==> config.mk <==
export PLATFORM = sky130hd
export DESIGN_NAME = bias_stream_loader
export DESIGN_NICKNAME = d
export VERILOG_FILES = /design/src/rtl/bias_stream_loader.sv
export SDC_FILE = /design/constraint.sdc
export NUM_CORES = 1
export LEC_CHECK = 0
export ABC_AREA = 0
export CORE_MARGIN = 2
export CORE_UTILIZATION = 60
export CTS_CLUSTER_DIAMETER = 200
export DETAILED_ROUTE_END_ITERATION = 7
export PLACE_DENSITY_LB_ADDON = 0.05
export RECOVER_POWER = 50
export SYNTH_ARGS = -nofsm -noshare
export SYNTH_HDL_FRONTEND = slang
export SYNTH_SLANG_ARGS = --single-unit
==> constraint.sdc <==
create_clock -name clk -period 3.15 [get_ports clk]
set_input_delay 0.63 -clock clk [delete_from_list [all_inputs] [get_ports clk]]
set_output_delay 0.63 -clock clk [all_outputs]
set_load 0.05 [all_outputs]
==> src/rtl/bias_stream_loader.sv <==
// Stream-loaded parameter RAM with a two-stage registered ROM-style read port.
// A valid/ready stream fills the RAM one row per beat; reload restarts the fill.
module bias_stream_loader #(
  parameter int BIAS_TENSOR_SIZE_DIM_0 = 32,
  parameter int BIAS_PRECISION_0       = 16,
  parameter int BIAS_PARALLELISM_DIM_0 = 1,
  parameter int DEPTH                  = BIAS_TENSOR_SIZE_DIM_0 / BIAS_PARALLELISM_DIM_0,
  parameter int AWIDTH                 = $clog2(DEPTH) + 1,
  parameter int ROW_W                  = BIAS_PRECISION_0 * BIAS_PARALLELISM_DIM_0
) (
  input  logic                        clk,
  input  logic                        rst,
  input  logic [BIAS_PRECISION_0-1:0] data_in [BIAS_PARALLELISM_DIM_0],
  input  logic                        data_in_valid,
  output logic                        data_in_ready,
  input  logic                        reload,
  output logic                        load_done,
  input  logic [AWIDTH-1:0]           address0,
  input  logic                        ce0,
  output logic [ROW_W-1:0]            q0
);

  localparam int IW = (DEPTH > 1) ? $clog2(DEPTH) : 1;

  typedef enum logic {LOAD, DONE} state_t;

  state_t            state;
  logic [IW-1:0]     wptr;
  logic [ROW_W-1:0]  ram [DEPTH];
  logic [ROW_W-1:0]  row_in;
  logic [ROW_W-1:0]  s1;
  logic              accept;
  logic              rd_in_range;

  // Ready is held high through reset so upstream sees a consistent handshake.
  assign data_in_ready = rst || ((state == LOAD) && !reload);
  assign accept        = !rst && data_in_valid && (state == LOAD) && !reload;
  assign rd_in_range   = address0 < AWIDTH'(DEPTH);

  always_comb begin
    row_in = '0;
    for (int j = 0; j < BIAS_PARALLELISM_DIM_0; j++)
      row_in[BIAS_PRECISION_0*j +: BIAS_PRECISION_0] = data_in[j];
  end

  always_ff @(posedge clk) begin
    if (rst) begin
      state     <= LOAD;
      wptr      <= '0;
      load_done <= 1'b0;
    end else begin
      case (state)
        LOAD: begin
          if (reload) begin
            wptr <= '0;
          end else if (data_in_valid) begin
            if (wptr == IW'(DEPTH - 1)) begin
              wptr      <= '0;
              state     <= DONE;
              load_done <= 1'b1;
            end else begin
              wptr <= wptr + 1'b1;
            end
          end
        end
        DONE: begin
          if (reload) begin
            state     <= LOAD;
            wptr      <= '0;
            load_done <= 1'b0;
          end
        end
        default: state <= LOAD;
      endcase
    end
  end

  // No reset on the array so it maps onto a plain 1W/1R block RAM.
  always_ff @(posedge clk) begin
    if (accept)
      ram[wptr] <= row_in;
  end

  always_ff @(posedge clk) begin
    if (rst) begin
      s1 <= '0;
      q0 <= '0;
    end else if (ce0) begin
      s1 <= rd_in_range ? ram[address0[IW-1:0]] : '0;
      q0 <= s1;
    end
  end

endmodule

==> key figures <==
Critical path
  – Largest delay share family, worst path: buffers and inverters
  – Max Fanout on Critical Path: 14
  – Worst EP required: approximately 3400 ps
  – Crit path from: rst
  – R2r startpoint: wptr[4]
  – Cell mode on critical path: clkbuf_1
  – Critical path buffers and inverters: 3
  – CP arrival: 2900 ps
  – Crit path cell chain: dlygate4sd3_1 > nor4b_1 > clkbuf_1 > and3_1 > clkbuf_1
  – Startpoint types: input pin
  – Crit path largest cell delay: 860 ps
  – Critical path class: in2reg
  – Slowest CP cell: clkbuf_1
  – Crit. End Element: flop

Timing
  – Slew Limit Fails: 462
  – Tcrit/Tclk final: 85.7%
  – Unrepaired setup endpoints after global routing: no
  – Maximum clock rate: roughly 0.37 GHz
  – Worst slew pin tran: 1950 ps
  – Clock Skews: 8.81 ps
  – Fin. Hold Viols: 0
  – Slew Limit Headroom: -29.7%
  – TNS Setup: 0 ps
  – Tmin final: between 2000 and 3000 ps
  – Setup violators final: 0

Synthesis
  – Ys Warns: 0
  – Yosys reg bits: 551
  – Synth Instances: 1080
  – Synth Flop Type: edfxtp_1
  – Cell taking the most area after synthesis: edfxtp_1
  – Synth top area share: 71.7%
  – EDFF count, synth: 512
  – Share of synthesized registers carrying an async set or reset: 0%
  – Post-Syn Nets: around 1.1k
  – Post-synth cell types: 45
  – Synthesized area: 21400 um^2
  – Top post-synthesis cells by area: edfxtp_1 (72%), mux4_2 (11%), dfxtp_1 (3.6%), mux2i_1 (3.5%), a2111oi_0 (1.3%)
  – Sequential cell area fraction in the yosys report: 75.4%
  – Synth Area per Inst: 19.8 um^2

Clocking
  – CTS Root Cell: clkbuf_16
  – Clock sink count: 551
  – Clock transition at path regs: 60 ps
  – Number of buffers created by CTS: 54
  – Cts repair resizes: 0
  – # H-tree levels: 2
  – CTS tree: built
  – Worst-Skew Late Latency: slightly below 600 ps
  – Number of setup buffers added after CTS: 0
  – CTS Hold Buffers Added: 0
  – Max clock buf depth: 3

Floorplan
  – Initial core utilization: 60.6%
  – Io pins: 45
  – Die Area: 37200 um^2
  – Horiz. Die Dim: 193 um
  – # rows: 69
  – Core area: 35400 um^2
  – Die height: 193 um

Layout
  – Most common cell after layout, fill and taps aside: edfxtp_1
  – Final #Nets: 1249
  – N_diodes: 0
  – Layout cell share with drive strength beyond 1: between 20 and 25%
  – Area Growth Syn to Fin: 14.8%
  – Commonest cells after routing, fill and taps aside: edfxtp_1 (512), mux4_2 (103), mux2i_1 (75), buf_4 (71), nor2_1 (61)

Global route
  – First-pass GRT wire length: 72400 um
  – Antenna violations before repair: 6
  – Vias in the first global route: 10.8k
  – Largest net degree at the start of global routing: 49
  – Total track usage: roughly 28%
  – GRT overflow: 0

Detailed routing
  – TritonRoute pass-1 iters: 5
  – Routed vias: roughly 11k
  – Post-Route WL: 49700 um
  – DR WL/cell: 28.8 um
  – Routed Antenna Nets: 0
  – DR vias/cell: between 6 and 7
  – Iteration-0 DRC Markers: 1123
  – Detailed-route DRC error count: 0

Worst hold path
  – HP Start: q0[6]
  – Hold Path Class: reg2reg

Run status
  – Outcome: finished with violations
  – Failing checks: max-capacitance violations, max-slew violations

Place
  – Post-DP HPWL: 31200 um
  – Port-buffer cells: 44
  – RD Place Congestion: around 0.85

Power and ir drop
  – Max VDD drop: about 560 uV
  – Leak: between 7 and 8 nW
  – PwrDens: roughly 610 nW/um^2
  – Total power: between 0.015 and 0.02 W

Flow run
  – Max-cap viol count: 14
==> worst register-to-register path, stage by stage (launching register included) <==
cell and delay [ps]:
dfxtp_1 520, or3b_2 540, inv_1 80, and3_1 240, clkbuf_1 860
==> cell usage after synthesis, types with 4 or more instances <==
| cell | count |
|---|---|
| edfxtp_1 | 512 |
| mux4_2 | 103 |
| mux2i_1 | 75 |
| nor2_1 | 61 |
| dfxtp_1 | 39 |
| a2111oi_0 | 32 |
| nor2b_1 | 32 |
| nand2b_1 | 27 |
| clkbuf_1 | 24 |
| buf_2 | 19 |
| nand2_1 | 19 |
| o22ai_1 | 15 |
| mux2_2 | 12 |
| a211oi_1 | 11 |
| o2111ai_1 | 11 |
| buf_4 | 10 |
| a22oi_1 | 8 |
| o21ai_0 | 7 |
| ha_1 | 6 |
| a21oi_1 | 5 |
| and2_1 | 5 |
| buf_6 | 5 |
| nand3b_1 | 5 |
| inv_1 | 4 |
| nor4_1 | 4 |
| or2_2 | 4 |
==> state kept, by name, summed over array words and instances (netlist names) <==
signal,count
s1,16
state,1
load_done,1
q0,16
ram,512
wptr,5
==> logic make-up after synthesis <==
group	synth area share, %
buffers and inverters	1.63
multiplexers	15.0
flip-flops	75.4
adder cells (fa/ha/maj)	0.350
AND/OR/NAND/NOR	4.19
AO/OA/AOI/OAI	3.49
==> per-layer routing <==
metal	up-vias	GRT usage [%]	part of all wire [%]
met5	-	0	0.026
met4	2	10.9	3.6
met3	96	5.29	7.7
met2	450	42.0	47
met1	5738	41.3	42
li1	4723	-	-
==> report_power, final <==
part           internal (W)  total, W  switching (W)
clock               0.00363   0.00625        0.00261
combinational      0.000297  0.000764       0.000466
sequential          0.00803   0.00805      0.0000284
total                0.0120    0.0151        0.00311
==> per-stage QoR <==
stage	worst slack (ps)	area (um^2)	hold WS [ps]	utilization (%)	std cells
6_report	450	24600	492	69.5	1723
5_1_grt	295	24600	514	69.5	1723
4_1_cts	561	24700	498	69.7	1723
3_5_place_dp	-66.6	22900	482	64.8	1621
3_3_place_gp	-50.9	22900	471	64.8	1621
2_1_floorplan	572	21400	473	-	1080
==> path summary, 6_finish.rpt <==
| check | endpoint | slack, ps | cells past startpoint |
|---|---|---|---|
| hold reg to reg | q0[6] | 490 | 2 |
| hold / removal | q0[6] | 490 | 2 |
| setup reg to reg | ram[19][5] | 520 | 4 |
| setup / recovery | ram[19][5] | 450 | 5 |
==> final cells by class <==
cell class / instances / area (um^2)
Clock buffer: 75 / 1530
Fill cell: 2278 / 10800
Tap cell: 461 / 577
Sequential cell: 551 / 16200
Multi-Input combinational cell: 465 / 4940
Clock inverter: 27 / 200
Timing Repair Buffer: 140 / 1180
Inverter: 4 / 15.0
(Power assumes the default switching activity.)
